$ cat src/rtl/conv_window_feeder_pkg.sv
// Shared constants and types for the convolution window feeder.
// Window geometry, the feeder state encoding and the window-count helper.
package conv_window_feeder_pkg;

    localparam int WIN_SIZE   = 6;
    localparam int WIN_STRIDE = 2;
    localparam int WIN_PIX    = WIN_SIZE * WIN_SIZE;

    typedef enum logic [1:0] {
        ST_LOAD = 2'd0,
        ST_EMIT = 2'd1,
        ST_DONE = 2'd2
    } feeder_state_e;

    // Number of window positions along one image dimension.
    function automatic int win_count(input int extent);
        return (extent - WIN_SIZE) / WIN_STRIDE + 1;
    endfunction

endpackage

$ cat src/rtl/conv_window_feeder_mux.sv
// Selects the 6x6 window whose top-left corner is (win_row, win_col)
// out of the full frame store.
module window_mux6x6
    import conv_window_feeder_pkg::*;
#(
    parameter int IMG_W = 12,
    parameter int IMG_H = 12
) (
    input  logic [IMG_H-1:0][IMG_W-1:0] store,
    input  logic [$clog2(IMG_H)-1:0]    win_row,
    input  logic [$clog2(IMG_W)-1:0]    win_col,
    output logic                        image [0:WIN_PIX-1]
);

    localparam int RW = $clog2(IMG_H);
    localparam int CW = $clog2(IMG_W);

    for (genvar dy = 0; dy < WIN_SIZE; dy++) begin : g_row
        for (genvar dx = 0; dx < WIN_SIZE; dx++) begin : g_col
            logic [RW-1:0] row_s;
            logic [CW-1:0] col_s;
            assign row_s = win_row + RW'(dy);
            assign col_s = win_col + CW'(dx);
            assign image[WIN_SIZE*dy+dx] = store[row_s][col_s];
        end
    end

endmodule

$ cat src/rtl/conv_window_feeder.sv
// Buffers one binary frame, then streams its 6x6 windows at stride 2 in
// raster order to a downstream conv/pool stage with valid/ready handshake.
module conv_window_feeder
    import conv_window_feeder_pkg::*;
#(
    parameter int IMG_W = 12,
    parameter int IMG_H = 12
) (
    input  logic                     clk,
    input  logic                     rst,
    input  logic                     pix_in,
    input  logic                     pix_valid,
    output logic                     pix_ready,
    output logic                     image [0:WIN_PIX-1],
    output logic                     win_valid,
    input  logic                     win_ready,
    output logic [$clog2(IMG_H)-1:0] win_row,
    output logic [$clog2(IMG_W)-1:0] win_col,
    output logic                     frame_done
);

    localparam int RW = $clog2(IMG_H);
    localparam int CW = $clog2(IMG_W);

    localparam logic [RW-1:0] LOAD_ROW_LAST = RW'(IMG_H - 1);
    localparam logic [CW-1:0] LOAD_COL_LAST = CW'(IMG_W - 1);
    localparam logic [RW-1:0] WIN_ROW_LAST  = RW'((win_count(IMG_H) - 1) * WIN_STRIDE);
    localparam logic [CW-1:0] WIN_COL_LAST  = CW'((win_count(IMG_W) - 1) * WIN_STRIDE);
    localparam logic [RW-1:0] ROW_STEP      = RW'(WIN_STRIDE);
    localparam logic [CW-1:0] COL_STEP      = CW'(WIN_STRIDE);

    feeder_state_e              state_r;
    feeder_state_e              state_next_s;
    logic [RW-1:0]              load_row_r;
    logic [CW-1:0]              load_col_r;
    logic [RW-1:0]              win_row_r;
    logic [CW-1:0]              win_col_r;
    logic [IMG_H-1:0][IMG_W-1:0] store_r;

    logic pix_accept_s;
    logic win_accept_s;
    logic last_pix_s;
    logic last_win_s;

    assign pix_accept_s = pix_valid && (state_r == ST_LOAD);
    assign win_accept_s = win_ready && (state_r == ST_EMIT);
    assign last_pix_s   = (load_row_r == LOAD_ROW_LAST) && (load_col_r == LOAD_COL_LAST);
    assign last_win_s   = (win_row_r == WIN_ROW_LAST) && (win_col_r == WIN_COL_LAST);

    assign win_row = win_row_r;
    assign win_col = win_col_r;

    // Next-state logic and state-decoded handshake/status outputs.
    always_comb begin
        state_next_s = state_r;
        pix_ready    = 1'b0;
        win_valid    = 1'b0;
        frame_done   = 1'b0;
        case (state_r)
            ST_LOAD: begin
                pix_ready = 1'b1;
                if (pix_accept_s && last_pix_s) begin
                    state_next_s = ST_EMIT;
                end else begin
                    state_next_s = ST_LOAD;
                end
            end
            ST_EMIT: begin
                win_valid = 1'b1;
                if (win_accept_s && last_win_s) begin
                    state_next_s = ST_DONE;
                end else begin
                    state_next_s = ST_EMIT;
                end
            end
            ST_DONE: begin
                frame_done   = 1'b1;
                state_next_s = ST_LOAD;
            end
            default: begin
                state_next_s = ST_LOAD;
            end
        endcase
    end

    // State register.
    always_ff @(posedge clk or posedge rst) begin
        if (rst) begin
            state_r <= ST_LOAD;
        end else begin
            state_r <= state_next_s;
        end
    end

    // Raster load position; cleared on the last pixel so the next frame starts at (0,0).
    always_ff @(posedge clk or posedge rst) begin
        if (rst) begin
            load_row_r <= '0;
            load_col_r <= '0;
        end else if (pix_accept_s) begin
            if (last_pix_s) begin
                load_row_r <= '0;
                load_col_r <= '0;
            end else if (load_col_r == LOAD_COL_LAST) begin
                load_row_r <= load_row_r + RW'(1);
                load_col_r <= '0;
            end else begin
                load_col_r <= load_col_r + CW'(1);
            end
        end
    end

    // Window position advances only on an accepted window, giving hold-while-stalled.
    always_ff @(posedge clk or posedge rst) begin
        if (rst) begin
            win_row_r <= '0;
            win_col_r <= '0;
        end else if (win_accept_s) begin
            if (win_col_r == WIN_COL_LAST) begin
                win_col_r <= '0;
                win_row_r <= last_win_s ? '0 : (win_row_r + ROW_STEP);
            end else begin
                win_col_r <= win_col_r + COL_STEP;
            end
        end
    end

    // Frame store; reset wipes any partial frame.
    always_ff @(posedge clk or posedge rst) begin
        if (rst) begin
            store_r <= '0;
        end else if (pix_accept_s) begin
            store_r[load_row_r][load_col_r] <= pix_in;
        end
    end

    window_mux6x6 #(
        .IMG_W(IMG_W),
        .IMG_H(IMG_H)
    ) u_mux (
        .store  (store_r),
        .win_row(win_row_r),
        .win_col(win_col_r),
        .image  (image)
    );

endmodule

$ cat config.mk
export PLATFORM = sky130hd
export DESIGN_NAME = conv_window_feeder
export DESIGN_NICKNAME = d
export VERILOG_FILES = /design/src/rtl/conv_window_feeder_pkg.sv /design/src/rtl/conv_window_feeder_mux.sv /design/src/rtl/conv_window_feeder.sv
export SDC_FILE = /design/constraint.sdc
export NUM_CORES = 1
export LEC_CHECK = 0
export CORE_MARGIN = 5
export CORE_UTILIZATION = 49
export DETAILED_ROUTE_END_ITERATION = 10
export GPL_TIMING_DRIVEN = 0
export PLACE_DENSITY = 0.76
export SETUP_SLACK_MARGIN = 0.05
export SLEW_MARGIN = 20
export SYNTH_ARGS = -nofsm -noshare
export SYNTH_HDL_FRONTEND = slang
export SYNTH_SLANG_ARGS = --single-unit
$ cat constraint.sdc
create_clock -name clk -period 4.35 [get_ports clk]
set_input_delay 0.435 -clock clk [delete_from_list [all_inputs] [get_ports clk]]
set_output_delay 0.435 -clock clk [all_outputs]
set_load 0.005 [all_outputs]
After elaboration in Yosys (flattened, before gate mapping)
Cells that the tools add are included.
Cells by class
  add/sub/neg operators: 12
  $lt $le $gt $ge: 16
  equality and inequality tests: 6
  multiplexer cells: 101
  reduce and logical (&&, ||, !) cells: 12
Operators by type and width (number)
  $bmux W12 S4: 6
  $bmux W1 S4: 36
  $bwmux W144: 1
  $mux W12: 7
  $lt A4 B5 Y1 const B: 14
  $demux W12 S4: 1
  $mux W1: 41
  $mux W4: 6
  $add A4 B1 Y4 const B: 4
  $add A4 B2 Y4 const B: 4
  $add A4 B3 Y4 const B: 4
  $eq A4 B3 Y1 const B: 2
  $eq A4 B4 Y1 const B: 2
  $ge A4 B1 Y1 const B: 2
  $logic_and A1 B1 Y1: 8
  $demux W1 S4: 1
  $pmux W2 S2: 1
  $reduce_and A2 Y1: 2
  $eq A2 B1 Y1 const B: 1
  $eq A2 B2 Y1 const B: 1
  $logic_not A2 Y1: 1
  $mux W2: 1
  $reduce_bool A2 Y1: 1
Word-level totals
  bits in registers: 162
  input port bits: 5
  output and inout port bits: 47
  logic and storage cells: 164

Depth between registers and ports, before layout
  word-level depth: 7
  gate-level depth with buffers: 14
  mapped depth without buffers: 7

Cells and area by module
From an unflattened synthesis, not the netlist that was laid out.
Unflattened totals
  cells, all modules: 1607
  area total of the unflattened synthesis: 16341.9 um^2
Modules (own cells, without submodules)
  window_mux6x6: instances 1, cells each 1009, area an instance 8922.3 um^2, sequential area each 0.0 um^2
  conv_window_feeder: instances 1, cells each 598, area an instance 7419.6 um^2, sequential area each 4003.8 um^2

Worst setup path after synthesis
OpenSTA, ideal clock, no wires.
  kind: register to output
  start point: register win_row_r[1] (netlist: win_row[1])
  end point: output image[13] (netlist name)
  arrival time: 3.046 ns
  path slack: 0.869 ns
  stages on the path, launching flop included: 15
  path through: dfrtp_1 buf_6 buf_6 buf_6 clkinv_1 buf_2 ha_1 buf_2 buf_2 clkbuf_1 clkbuf_1 a31oi_1 a32oi_1 nand3_1 nand2_1
RTL lines
  from (decl): line conv_window_feeder.sv:36  | logic [RW-1:0] win_row_r;
  from (signal assigned): line conv_window_feeder.sv:121  | win_row_r <= last_win_s ? '0 : (win_row_r + ROW_STEP);
  to (decl): line conv_window_feeder.sv:14  | output logic image [0:WIN_PIX-1],

==> metrics.yaml <==
synthFlopType: "dfrtp_1"
cts_root_buffer: "clkbuf_16"
viasPerCell: 6.98
die_w_um: 170
post-route-period-util_pct: 97.2
fin_util_pct: 57.6
hp-class: "primary input to asynchronous set/reset pin"
antenna_found_initial: 0
ios: 52
rsz0062_at_grt: "no"
yosys.area.top_type: "dfrtp_1"
netlist_area_um2: 12600
crit_required_ns: 3.91
critPathMaxFanout: 14
power_mw: 9.35
routabilityCongestion: 1.03
crit_type: "register to primary output"
numPortBuffers: 48
h-tree-depth: 4
skew_ns: 0.0113
syn_inst: 1222
outcome: "finished clean"
antenna_left: 0
wirelength_um: 49100
p_comb_share_pct: 62.4
setup_violations: 0
clock_latency_ns: 0.44
dpl.hpwl_um: 38000
hold_viol: 0
initial_core_util_pct: 49.9
worstPathCellList: "buf_12, buf_16, clkinvlp_4, ha_1, buf_6, mux4_2, nor2_1, a2bb2oi_1, nor2_1, or3_1, clkdlybuf4s50_1"
min_period_ns: 4.23
firstDrtPassIters: 5
synth-edff-count: 0
dieArea_um2: 29000
yosysSeqAreaShare_pct: 31.8
p_leak_nw: 6.21
grt_pass1_wl_um: 73200
fin_cells: 1643
final_common_cell: "nand2_1"
crit_buf_inv: 5
grt_usage_pct: 33.8
max_stage_delay_ns: 0.54
yosysUniqueCellTypes: 62
worstSetupEndpointType: "primary output"
wl_per_cell_um: 29.9
synth_top_area_share_pct: 31.8
vias: 11471
finalSetupTns_ns: 0
core_um2: 25300
drcViolationCount: 0
start_kind: "register"
sw_frac_of_total_pct: 47.3
cts_inserted_buffers: 17
final_area_um2: 14500
drive_gt1_share_pct: 31.5
arrival_ns: 3.79
p_switching_mw: 4.42
r2r_start: "win_col[1]$_DFFE_PP0P_"
path_clk_slew_ns: 0.08
maxSlewViolCount: 0
cts_tree: "done"
cts_hold_buf: 0
r2r_cells: 8
yosys_warnings: 0
maxClockFrequency_mhz: 237
avgSynthCellArea_um2: 10.3
die-height_um: 170
area_growth_pct: 15.5
synth_seq_cells: 160
max_cap_violations: 0
drt_iter0_drc: 1899
ff2ff_setup_slack_ns: 1.81
clock-sinks: 160
crit_family: "buffers and inverters"
crit_top_cell: "nor2_1"
dp.cells: 1606
grt_pass1_vias: 11286
clock_path_buffers: 2
antenna_cells: 0
reg2reg_to: "win_col[2]$_DFFE_PP0P_"
layout_common_cells: "nand2_1, mux2_2, dfrtp_1, mux4_2, mux2i_1"
powerDensity_nw_per_um2: 643
final_nets: 1320
synthTopCellsByArea: "dfrtp_1, mux2_2, mux4_2"
rows: 58
irDropWorstVdd_v: 0.000554
clockPowerShare_pct: 17.8
pwr-share-seq_pct: 19.8
tightestPinTransition_ns: 0.789
place_area_um2: 13600
slew_headroom_pct: 46.7
synthArstFlopShare_pct: 100
p_int_mw: 4.93
fillers: 2128
cp_slowest_cell: "mux4_2"
overflow: 0
grt_max_degree: 35
## through the flow
stage	setup WS (ns)	hold WS (ns)
after floorplan	0.869	0.491
after global placement	-1.02	0.510
after detailed placement	-0.957	0.519
after CTS	-0.0651	0.375
after global routing	0.0503	0.398
final	0.122	0.362
## flip-flops by register name, summed over array words and instances (netlist names)
register    cells
load_row_r      4
state_r         2
load_col_r      4
win_col         3
store_r       144
win_row         3
## area by class of cell
class                   count  area [um^2]  share of cell area, %
flip-flops and latches    160         4010                   27.5
multi-input cells         938         8030                   55.2
well taps                 330          413                   2.84
clock inverters            14          203                   1.39
clock buffers              18          439                   3.02
repair buffers             60          651                   4.47
plain buffers             109          737                   5.07
inverters                  14         65.1                  0.447
## cells by family after synthesis
group,count (synthesis),share of synthesized area [%]
multiplexers,331,36.9
XOR/XNOR,9,0.686
buffers and inverters,125,5.23
AND/OR/NAND/NOR,400,13.7
adder cells (fa/ha/maj),15,1.49
flip-flops,160,31.8
other,1,0.0298
AO/OA/AOI/OAI,181,10.2
## metal layers
metal,share of wire [%],GRT usage (%)
met5,0,0
met4,5.2,14.7
met3,13,9.52
met2,45,52.8
met1,37,44.3
## power by group through the flow
stage	registers [mW]	logic, mW	clock network (mW)
6_report	1.85	5.84	1.66
5_1_grt	1.86	6.06	1.72
4_1_cts	1.83	5.50	1.66
3_5_place_dp	1.86	5.25	0
3_3_place_gp	1.85	5.21	0
2_1_floorplan	1.78	3.33	0
## Yosys cell counts, types with 10 or more instances
library cell	n
a21oi_1	22
a22oi_1	18
a31oi_1	16
a32oi_1	11
and2_1	29
buf_1	15
buf_2	28
buf_4	21
buf_6	10
clkbuf_1	37
dfrtp_1	160
ha_1	15
inv_1	11
mux2_2	191
mux2i_1	53
mux4_2	87
nand2_1	247
nand3_1	37
nor2_1	41
nor3_1	16
o21ai_0	34
## how the worst max path moves through the flow
stage               slack (ns)                   start  depth (start not counted)        end
floorplan                 0.87  win_row[1]$_DFFE_PP0P_                         14  image[13]
global placement         -1.02  win_row[1]$_DFFE_PP0P_                         14  image[23]
detailed placement       -0.96  win_row[1]$_DFFE_PP0P_                         14  image[22]
CTS                      -0.07  win_col[1]$_DFFE_PP0P_                         10  image[33]
global route              0.05  win_row[1]$_DFFE_PP0P_                          9  image[17]
finish                    0.12  win_row[3]$_DFFE_PP0P_                         11   image[7]
## repair_timing
item,4_1_cts,5_1_grt
buffers inserted,1,5
gates resized for setup,44,26
endpoints found under the setup margin,24,22
gates cloned,0,1
pin swaps,3,3
Power figures use the tool's default switching activity.
==> RTL edit 1 (config.mk and constraints unchanged) <==
Change the package constant `WIN_SIZE` from 6 to 12.
--- a/src/rtl/conv_window_feeder_pkg.sv
+++ b/src/rtl/conv_window_feeder_pkg.sv
@@ -3,5 +3,5 @@
 package conv_window_feeder_pkg;
 
-    localparam int WIN_SIZE   = 6;
+    localparam int WIN_SIZE   = 12;
     localparam int WIN_STRIDE = 2;
     localparam int WIN_PIX    = WIN_SIZE * WIN_SIZE;
Interface: changed (resized image); port bits go from 52 to 160. The function was not compared with the original's and may differ.
==> RTL edit 1 against the unedited design <==
Clock skew grew 0.013 ns; first-iteration DRC count grew 34%; sequential cell count unchanged; power shrank 10%; worst setup slack got worse by 0.089 ns; synthesized area increased by 39%; wire length grew 90%; critical path depth grew 2; final area is 51% higher; largest cell class unchanged.
==> RTL edit 1: results (changes against the unedited design) <==
nets@finish 2,123 (+61%); Vias/cell 7.40 (+6.0%); port bufs 156 (+230%); worst slew pin tran 1.18 ns (+0.388 ns); final setup margin 0.0332 ns (-0.0886 ns); postcts setup bufs 32 (+31); pre-CTS setup slack -1.84 ns (-0.881 ns); Initial DRT Pass Iterations 6 (+1); met2 WL 39,300 um (+78%); aggregate routed wire length 93,600 um (+90%); maximum vdd drop 0.000399 V (-28%); register area share after synthesis 0.228 (-0.0898); DR top layer met5; gr usage total 0.460 (+0.122); status finished, final reports clean; Synth cell types 77 (+24%); WP data arrival 3.88 ns (+0.09 ns); cts repair resizes 210 (+380%); crit-path max cell delay 0.63 ns (+0.09 ns); Int Pwr 4.69 mW (-4.8%); pin count of the biggest net entering global routing 33 (-5.7%); Clock group 1.58 mW (-5%); Syn Area/Cell 9.39 um2 (-8.9%); worst reg2reg path endpoint state_r[0]; first-pass GRT wire length 131,000 um (+79%); DR iter-0 viols 2,547 (+34%); DR WL met3 12,600 um (+100%)
## RTL edit 1: cell types whose count changed after synthesis, sizes merged, moves of 30 or more
| cell | unedited run | this run |
|---|---|---|
| a21oi | 22 | 77 |
| a31oi | 16 | 46 |
| buf | 74 | 120 |
| mux2i | 53 | 111 |
| mux4 | 87 | 140 |
| nand2 | 247 | 376 |
| nand3 | 37 | 78 |
| nor2 | 41 | 76 |
## RTL edit 1: logic make-up (layout without fill, tap and decap cells)
family	Yosys count	count (layout)	share of synthesized area
muxes	439	439	0.367
adders and majority gates	18	18	0.0128
and+or+nand+nor	647	647	0.160
buffers and inverters	199	442	0.0630
other	1	3	0.000214
xor gates and xnor gates	13	13	0.00991
DFF	160	160	0.228
AOI/OAI and AO/OA	392	392	0.160
## RTL edit 1: layout make-up
class	count	area share
plain buffers	179	0.0610
multi-input cells	1511	0.598
well taps	461	0.0262
clock buffers	18	0.0200
repair buffers	215	0.101
clock inverters	14	0.00762
inverters	16	0.00472
diodes	1	0.000114
flip-flops and latches	160	0.182
==> RTL edit 2 (same flow settings) <==
Made on the original files. Reset style: synchronous (`rst`), changed in 4 clocked blocks.
--- a/src/rtl/conv_window_feeder.sv
+++ b/src/rtl/conv_window_feeder.sv
@@ -85,5 +85,5 @@
 
     // State register.
-    always_ff @(posedge clk or posedge rst) begin
+    always_ff @(posedge clk) begin
         if (rst) begin
             state_r <= ST_LOAD;
@@ -94,5 +94,5 @@
 
     // Raster load position; cleared on the last pixel so the next frame starts at (0,0).
-    always_ff @(posedge clk or posedge rst) begin
+    always_ff @(posedge clk) begin
         if (rst) begin
             load_row_r <= '0;
@@ -112,5 +112,5 @@
 
     // Window position advances only on an accepted window, giving hold-while-stalled.
-    always_ff @(posedge clk or posedge rst) begin
+    always_ff @(posedge clk) begin
         if (rst) begin
             win_row_r <= '0;
@@ -127,5 +127,5 @@
 
     // Frame store; reset wipes any partial frame.
-    always_ff @(posedge clk or posedge rst) begin
+    always_ff @(posedge clk) begin
         if (rst) begin
             store_r <= '0;
Check against the original RTL: not settled (the Yosys comparison gave no result); the edit may change what the design does.
==> RTL edit 2 against the unedited design <==
Die area shrank 4.5%; first-iteration DRC count is 18% higher; synthesized area down 4.7%; worst setup slack better by 0.0037 ns; final area fell by 6.4%; sequential cell count did not move; wire length increased by 9.3%; critical endpoint is now image[3].
Power is not compared: it rests on default switching activity, and its combinational part moved more than twofold at a synthesized area within 25%.
==> RTL edit 2: results (changes against the unedited design) <==
status finished, final reports clean; Placed Cells 1,823 (+14%); Clock Latency Late Sink 0.44 ns (about the same); CTS buffer count 17 (unchanged); port bufs 47 (-2.1%); XOR/XNOR Fraction of Synth Area 0.00782 (+0.000968); Worst path slowest cell clkdlybuf4s50_1; register area share after synthesis 0.267 (-0.0509); Fin Clk Skew 0.0109 ns (-0.000401 ns); first-pass GRT wire length 77,500 um (+5.9%); worst-path fanout max 10 (-4); worst r2r path cells 12 (+4); Adder-Cell Fraction of Synth Area 0.0156 (+0.000743); vias in the first global route 12,100 (+7.1%); pin count of the biggest net entering global routing 19 (-46%); fraction of registers with async set/reset 0 (-1.00); Syn Area/Cell 8.27 um2 (-20%); Synth cell types 70 (+13%); Worst Hold Class reg2reg; DR iter-0 viols 2,249 (+18%); Vias/cell 7.15 (+2.5%); most common library cells after synthesis 187 x a21oi_1, 181 x o21ai_0, 172 x nand3_1; Avg WL per Cell 29.0 um (-3.1%); Most used DFF post-synth dfxtp_1; DPL Wire Length 41,900 um (+10%); worst-case hold path end point store_r[55]; worst rel slew slack 0.371 (-0.0963); GP Congestion 1.08 (+4.6%); postcts setup bufs 0 (-1); proportion of synthesized area in mux cells 0.234 (-0.134); Synth Area in Compound Gates 0.243 (+0.141); maximum vdd drop 0.000230 V; min-delay src store_r[55]; crit-path max cell delay 0.57 ns (+0.03 ns); layout cells sized above 1 0.143 (-0.172); reg2reg start win_row[1]; worst reg2reg path endpoint win_row[2]; worst hold slack 0.490 ns (+0.128 ns); Vias 13,300 (+16%); Area contributors post-synth dfxtp_1 27%, mux4_2 12%, a21oi_1 7.8%, o21ai_0 7.6%, nand3_1 7.2%; nets@finish 1,537 (+16%); Initial DRT Pass Iterations 9 (+4); leakage power 4.42 nW; gr usage total 0.367 (+0.0284)
[RTL edit 2: changes by cell type after synthesis, moves of 13 or more]
cell	before	now
a21oi_1	22	187
dfrtp_1	160	0
dfxtp_1	0	160
mux2_2	191	42
o21ai_0	34	181
nand3_1	37	172
nand2_1	247	127
clkbuf_1	37	97
mux4_2	87	66
buf_4	21	8
nor2_1	41	54
[RTL edit 2: how the worst max path moves through the flow]
stage | from | to | slack, ns | cells past startpoint
after floorplan | win_row[1] | image[12] | 1.17 | 13
after global placement | win_row[1] | image[18] | -0.42 | 14
after detailed placement | win_row[3] | image[11] | -0.43 | 12
after CTS | win_col[1] | image[8] | 0.07 | 11
after global routing | win_row[1] | image[15] | 0.06 | 14
final | win_col[1] | image[3] | 0.13 | 11
[RTL edit 2: layer usage]
metal | vias up | GRT usage | routed length, um
met5 | - | 0 | 0
met4 | 0 | 0.177 | 3230
met3 | 231 | 0.0853 | 7510
met2 | 1212 | 0.572 | 23100
met1 | 6224 | 0.481 | 19800
li1 | 5596 | - | -
[RTL edit 2: stage by stage]
| stage | setup slack [ns] | setup TNS (ns) | cell area, um2 |
|---|---|---|---|
| after global routing | 0.0632 | 0 | 13600 |
| after detailed placement | -0.425 | -4.65 | 12900 |
| after global placement | -0.420 | -4.72 | 12900 |
| final | 0.125 | 0 | 13600 |
| after floorplan | 1.17 | 0 | 12000 |
| after CTS | 0.0732 | 0 | 13600 |
[RTL edit 2: cell type report]
class                      instances  area, um2
tap                              324        405
timing repair buffer              47        470
multi-input combinational       1126       8040
sequential                       160       3200
inverter                          13       53.8
clock inverter                    14        169
buffer                           152        838
fill                            2179      10600
clock buffer                      18        429
[RTL edit 2: timing repair]
action,CTS,global route
setup endpoints to repair,24,14
resized for setup,34,19
pin swaps,1,1
hold buffers,0,0
[RTL edit 2: critical path, delay by kind of cell, from the launching register on]
kind | cells | cell delay (ns)
compound gates | 2 | 0.43
simple gates | 1 | 0.25
buf+inv | 7 | 2.05
flops | 1 | 0.35
fa+ha+maj | 1 | 0.25
[RTL edit 2: cells by family (layout without fill, tap and decap cells)]
group                    count (synthesis)  after routing
AO/OA/AOI/OAI                          503            503
AND/OR/NAND/NOR                        422            422
multiplexers                           175            175
buffers and inverters                  166            244
flip-flops                             160            160
adder cells (fa/ha/maj)                 15             15
XOR/XNOR                                 9              9
other                                    1              2
[RTL edit 2: power breakdown]
group	internal (mW)	switching, mW	leakage [nW]
Sequential	1.47	0.00403	1.29
Combinational	0.0265	0.0978	2.84
Clock	0.824	0.733	0.293
